`src/rtl/vigna_bus_arbiter.sv`:
```
// Merges the vigna core's instruction and data ports onto one shared memory port.
// Data has priority; a streak limit keeps fetches from starving; a watchdog aborts dead transactions.
module vigna_bus_arbiter #(
    parameter int          MAX_D_BURST = 4,
    parameter int          TIMEOUT     = 64,
    parameter logic [31:0] ERR_DATA    = 32'hDEAD_BEEF
) (
    input  logic        clk,
    input  logic        resetn,
    input  logic        i_valid,
    input  logic [31:0] i_addr,
    output logic        i_ready,
    output logic [31:0] i_rdata,
    input  logic        d_valid,
    input  logic [31:0] d_addr,
    input  logic [31:0] d_wdata,
    input  logic [3:0]  d_wstrb,
    output logic        d_ready,
    output logic [31:0] d_rdata,
    output logic        m_valid,
    input  logic        m_ready,
    output logic [31:0] m_addr,
    output logic [31:0] m_wdata,
    output logic [3:0]  m_wstrb,
    input  logic [31:0] m_rdata,
    output logic        m_src,
    output logic        bus_err
);

    typedef enum logic [1:0] {
        ST_IDLE = 2'd0,
        ST_BUSY = 2'd1,
        ST_RESP = 2'd2
    } state_t;

    localparam logic [3:0]  MAX_STREAK = 4'(MAX_D_BURST);
    localparam logic [15:0] TO_LAST    = 16'(TIMEOUT - 1);

    state_t      r_state, w_state_next;
    logic [3:0]  r_streak, w_streak_next;
    logic [15:0] r_cnt, w_cnt_next;
    logic        r_m_valid, w_m_valid_next;
    logic [31:0] r_m_addr, w_m_addr_next;
    logic [31:0] r_m_wdata, w_m_wdata_next;
    logic [3:0]  r_m_wstrb, w_m_wstrb_next;
    logic        r_m_src, w_m_src_next;
    logic        r_i_ready, w_i_ready_next;
    logic        r_d_ready, w_d_ready_next;
    logic [31:0] r_i_rdata, w_i_rdata_next;
    logic [31:0] r_d_rdata, w_d_rdata_next;
    logic        r_bus_err, w_bus_err_next;
    logic        w_grant_d;
    logic        w_timeout;
    logic        w_finish;
    logic [31:0] w_resp_data;

    assign w_timeout = (TIMEOUT != 0) && (r_cnt == TO_LAST);

    always_comb begin
        w_state_next   = r_state;
        w_streak_next  = r_streak;
        w_cnt_next     = r_cnt;
        w_m_valid_next = r_m_valid;
        w_m_addr_next  = r_m_addr;
        w_m_wdata_next = r_m_wdata;
        w_m_wstrb_next = r_m_wstrb;
        w_m_src_next   = r_m_src;
        w_i_ready_next = 1'b0;
        w_d_ready_next = 1'b0;
        w_i_rdata_next = r_i_rdata;
        w_d_rdata_next = r_d_rdata;
        w_bus_err_next = 1'b0;
        w_grant_d      = 1'b0;
        w_finish       = 1'b0;
        w_resp_data    = m_rdata;

        case (r_state)
            ST_IDLE: begin
                if (d_valid || i_valid) begin
                    w_grant_d = d_valid && !(i_valid && (r_streak == MAX_STREAK));
                    if (w_grant_d) begin
                        w_m_addr_next  = d_addr;
                        w_m_wdata_next = d_wdata;
                        w_m_wstrb_next = d_wstrb;
                        w_m_src_next   = 1'b1;
                        if (!i_valid)
                            w_streak_next = 4'd0;
                        else if (r_streak != 4'hF)
                            w_streak_next = r_streak + 4'd1;
                    end else begin
                        w_m_addr_next  = i_addr;
                        w_m_wdata_next = 32'd0;
                        w_m_wstrb_next = 4'd0;
                        w_m_src_next   = 1'b0;
                        w_streak_next  = 4'd0;
                    end
                    w_m_valid_next = 1'b1;
                    w_cnt_next     = 16'd0;
                    w_state_next   = ST_BUSY;
                end
            end
            ST_BUSY: begin
                // m_ready takes precedence over a simultaneous timeout
                if (m_ready) begin
                    w_finish = 1'b1;
                end else if (w_timeout) begin
                    w_finish       = 1'b1;
                    w_resp_data    = ERR_DATA;
                    w_bus_err_next = 1'b1;
                end else begin
                    w_cnt_next = r_cnt + 16'd1;
                end
                if (w_finish) begin
                    w_m_valid_next = 1'b0;
                    w_state_next   = ST_RESP;
                    if (r_m_src) begin
                        w_d_rdata_next = w_resp_data;
                        w_d_ready_next = 1'b1;
                    end else begin
                        w_i_rdata_next = w_resp_data;
                        w_i_ready_next = 1'b1;
                    end
                end
            end
            ST_RESP: begin
                w_state_next = ST_IDLE;
            end
            default: begin
                w_state_next = ST_IDLE;
            end
        endcase
    end

    always_ff @(posedge clk or negedge resetn) begin
        if (!resetn) begin
            r_state   <= ST_IDLE;
            r_streak  <= 4'd0;
            r_cnt     <= 16'd0;
            r_m_valid <= 1'b0;
            r_m_addr  <= 32'd0;
            r_m_wdata <= 32'd0;
            r_m_wstrb <= 4'd0;
            r_m_src   <= 1'b0;
            r_i_ready <= 1'b0;
            r_d_ready <= 1'b0;
            r_i_rdata <= 32'd0;
            r_d_rdata <= 32'd0;
            r_bus_err <= 1'b0;
        end else begin
            r_state   <= w_state_next;
            r_streak  <= w_streak_next;
            r_cnt     <= w_cnt_next;
            r_m_valid <= w_m_valid_next;
            r_m_addr  <= w_m_addr_next;
            r_m_wdata <= w_m_wdata_next;
            r_m_wstrb <= w_m_wstrb_next;
            r_m_src   <= w_m_src_next;
            r_i_ready <= w_i_ready_next;
            r_d_ready <= w_d_ready_next;
            r_i_rdata <= w_i_rdata_next;
            r_d_rdata <= w_d_rdata_next;
            r_bus_err <= w_bus_err_next;
        end
    end

    assign m_valid = r_m_valid;
    assign m_addr  = r_m_addr;
    assign m_wdata = r_m_wdata;
    assign m_wstrb = r_m_wstrb;
    assign m_src   = r_m_src;
    assign i_ready = r_i_ready;
    assign d_ready = r_d_ready;
    assign i_rdata = r_i_rdata;
    assign d_rdata = r_d_rdata;
    assign bus_err = r_bus_err;

endmodule

```
`config.mk`:
```
export PLATFORM = sky130hd
export DESIGN_NAME = vigna_bus_arbiter
export DESIGN_NICKNAME = d
export VERILOG_FILES = /design/src/rtl/vigna_bus_arbiter.sv
export SDC_FILE = /design/constraint.sdc
export NUM_CORES = 1
export LEC_CHECK = 0
export BUFFER_PORTS_ARGS = -buffer_cell sky130_fd_sc_hd__buf_2
export CELL_PAD_IN_SITES_DETAIL_PLACEMENT = 1
export CELL_PAD_IN_SITES_GLOBAL_PLACEMENT = 1
export CORE_ASPECT_RATIO = 1.2
export CORE_UTILIZATION = 40
export CTS_CLUSTER_DIAMETER = 30
export DETAILED_ROUTE_END_ITERATION = 12
export PLACE_DENSITY = 0.95
export SYNTH_ARGS = -nofsm -noshare
export SYNTH_HDL_FRONTEND = slang
export SYNTH_SLANG_ARGS = --single-unit
```
`constraint.sdc`:
```
create_clock -name clk -period 5.1 [get_ports clk]
set_input_delay 1.02 -clock clk [delete_from_list [all_inputs] [get_ports clk]]
set_output_delay 1.02 -clock clk [all_outputs]
set_load 0.02 [all_outputs]
```
==> flow_summary_export.csv <==
group,metric,value,unit
timing,setup_viol,0,
synth,synth_cells,559,
detailed_routing,drt-initial-drc-count,173,
power,p_leak,0.004353,uW
layout,area.growth.synth_to_final,31.45,%
timing,setup_tns,0,ns
synth,synth_area_leader_cell,"dfrtp_1",
floorplan,die_area,17370,sq um
floorplan,initial_utilization,41.25,%
synth,synthTopCellsByArea,"dfrtp_1 (59%), mux2i_1 (5.2%), a22o_1 (4.7%)",
setup_path,required,5.45,ns
clock_tree,clk_pin_slew,0.06,ns
power,intPower,3481,uW
placement,routabilityCongestion,0.8443,
layout,layout-drive-gt1-share,41.13,%
grt,use_met2,41.56,%
synth,ys_types,50,
floorplan,die_height,144.2,um
timing,finalCritPeriodShare,48.97,%
grt,grt_overflow_total,0,
layout,nets,957,
grt,grt_max_degree,91,
timing,slew_headroom,22.93,%
detailed_routing,first_pass_iters,4,
power,power.total,5999,uW
synth,synth_top_area_share,59.04,%
clock_tree,tritoncts,"built",
setup_path,arrival,2.85,ns
power,seqPwrFrac,36.2,%
synth,synth_enable_flop_cells,0,
grt,antenna_found_initial,1,
setup_path,crit_family,"simple AND/OR/NAND/NOR gates",
detailed_routing,routed_wl,20160,um
setup_path,slowest_delay,0.59,ns
power,switching_share,41.97,%
clock_tree,cts_sinks,159,
synth,syn_nets,699,
synth,synth-async-reset-ratio,100.0,%
timing,fmax,400.4,MHz
setup_path,cp_slowest_cell,"nand2_2",
floorplan,rows,51,
outcome,outcome,"completed",
clock_tree,ctsLongestPathBuffers,2,
floorplan,core-area,16340,sq um
detailed_routing,drc,0,
timing,period_minus_slack,2.498,ns
grt,gr-usage-met1,26.78,%
grt,grt_busiest_layer,"met2",
detailed_routing,ant_nets,0,
setup_path,crit_fanout,37,
clock_tree,cts_resized,0,
worst_hold_path,hp-class,"reg -> reg",
synth,syn_area_per_cell,12.06,sq um
run,cap_viol_max_count,0,
setup_path,path_buf_inv,2,
power,power_density,677.1,nW/um^2
detailed_routing,routed_via_density,5.440,
grt,grt_pass1_wl,31800,um
placement,port_buffers,273,
detailed_routing,routedWlPerCell,19.35,um
setup_path,critical_path_class,"in -> reg",
timing,skew,0.009807,ns
placement,dp_hpwl,14530,um
setup_path,cp-start-kind,"input port",
clock_tree,insertion_delay,0.42,ns
detailed_routing,num_vias,5669,
timing,slew_violations,0,
grt,use_met3,7.808,%
power,p_switching,2518,uW
clock_tree,clockRootBuffer,"clkbuf_16",
floorplan,die_w,120.5,um
clock_tree,postCtsSetupRepairBufs,0,
power,power_frac_clock,21.2,%
clock_tree,h-tree-depth,4,
setup_path,end_kind,"flip-flop",
floorplan,top_level_ports,274,
setup_path,path_cells,"buf_2, nand4b_1, nand2_2, nor3_4, buf_4, a22o_1",
synth,synth.ff_latch_count,159,
synth,synth-seq-area-share,59.04,%
synth,ys.flop_type,"dfrtp_1",
timing,worstMarginPinSlew,1.152,ns
synth,synth_area,6739,sq um
clock_tree,cts_hold_buf,0,
synth,yosysWarnings,0,
power,vdd_drop_max,378.8,uV
grt,grt_pass1_vias,6065,
timing,rsz0062_at_grt,"false",
power,combPwrFrac,42.6,%
grt,grt_usage,23.79,%
timing,finalHoldViolCount,0,
clock_tree,cts_made_buffers,17,
-- metrics by stage --
step / utilization (%) / area (sq um) / hold slack, ns / worst slack, ns / std cells
after floorplan: - / 6739 / 0.4774 / 2.564 / 559
after global placement: 50.64 / 8273 / 0.4563 / 2.252 / 1010
after detailed placement: 50.64 / 8273 / 0.4728 / 2.142 / 1010
after CTS: 54.21 / 8856 / 0.4865 / 2.599 / 1041
after global routing: 54.23 / 8859 / 0.5114 / 2.444 / 1042
final: 54.23 / 8859 / 0.4786 / 2.602 / 1042
-- layout make-up --
class	instances	area, sq um
fillers	1806	7477
flip-flops and latches	159	3980
multi-input cells	339	2522
repair buffers	280	1425
clock buffers	18	429.2
well taps	212	265.3
clock inverters	13	153.9
inverters	20	80.08
diodes	1	2.502
-- Yosys cell counts (2+ instances only) --
master and n:
a21o_1 4, a21oi_1 2, a22o_1 36, a2bb2oi_1 6, a2bb2oi_2 19, a31oi_1 7, a32o_1 8, and3_1 4
buf_2 6, buf_8 2, clkbuf_1 32, dfrtp_1 159, ha_1 3, inv_1 19, mux2i_1 35, nand2_1 53
nand2b_1 2, nand3_1 11, nand4_1 5, nor2_1 30, nor3_1 2, nor3_2 2, nor4_1 5, o211ai_1 6
o21a_1 3, o21ai_0 39, o21ai_1 2, o22ai_1 8, o311a_1 2, o31ai_1 2, o32a_1 24, or4_1 3
-- metal layers --
metal / vias up / share of wire [%] / wire (um)
met3: 34 / 8.9 / 1792
met1: 2807 / 39 / 7861
met5: - / 0 / 0
li1: 2598 / - / -
met2: 230 / 50 / 10050
met4: 0 / 2.3 / 456
-- power groups by stage --
stage / registers (uW) / clock network (uW) / logic [uW]
4_1_cts: 2180 / 1300 / 2580
3_5_place_dp: 2180 / 0 / 2570
2_1_floorplan: 2790 / 0 / 1010
6_report: 2170 / 1270 / 2550
5_1_grt: 2240 / 1350 / 2750
3_3_place_gp: 2150 / 0 / 2470
-- sequential cells by signal, summed over array words and instances (netlist names) --
register	cells
r_streak	4
m_wdata	32
m_valid	1
m_src	1
r_cnt	16
m_wstrb	4
i_rdata	32
m_addr	32
r_state	2
i_ready	1
bus_err	1
d_rdata	32
d_ready	1
-- cell families (layout without fill, tap and decap cells) --
logic type	count (synthesis)	after routing	share of synthesized area, %
AO/OA/AOI/OAI	174	174	22.04
flip-flops	159	159	59.04
AND/OR/NAND/NOR	127	127	9.246
buffers and inverters	61	331	3.918
multiplexers	35	35	5.199
adder cells (fa/ha/maj)	3	3	0.5571
other	0	1	0
-- path summary, 6_finish.rpt --
kind | cells after the start | from | slack, ns | endpoint
min in group asynchronous | 1 | resetn | 0.66 | i_rdata[27]
setup / recovery | 6 | i_valid | 2.60 | m_wdata[1]
hold / removal | 2 | m_addr[13] | 0.48 | m_addr[13]
hold reg to reg | 2 | m_addr[13] | 0.48 | m_addr[13]
max in group asynchronous | 2 | resetn | 3.42 | m_src
setup reg to reg | 7 | r_streak[0] | 2.69 | m_wdata[1]
-- placed cells by master, fill, tap and decap left out, types with 3 or more instances in the layout --
master / synthesis / layout
a2bb2oi_2: 19 / 19
mux2i_1: 35 / 35
dfrtp_1: 159 / 158
a31oi_1: 7 / 7
clkbuf_16: 0 / 17
nand3_1: 11 / 11
or4_1: 3 / 3
a32o_1: 8 / 8
buf_4: 0 / 7
o22ai_1: 8 / 8
o211ai_1: 6 / 6
ha_1: 3 / 3
nor2_1: 30 / 30
inv_6: 0 / 4
inv_1: 19 / 19
clkinvlp_4: 0 / 3
a21o_1: 4 / 4
nand4_1: 5 / 5
o21ai_0: 39 / 38
o32a_1: 24 / 24
nor4_1: 5 / 5
nand2_1: 53 / 52
a2bb2oi_1: 6 / 6
buf_2: 6 / 272
a22o_1: 36 / 36
o21a_1: 3 / 3
and3_1: 4 / 4
-- worst min-delay path, stage by stage, from the launching register on --
cell	delay (ns)
dfrtp_1	0.34
nand2_1	0.05
o21ai_0	0.06
No activity file was read; power rests on OpenSTA's default activity.
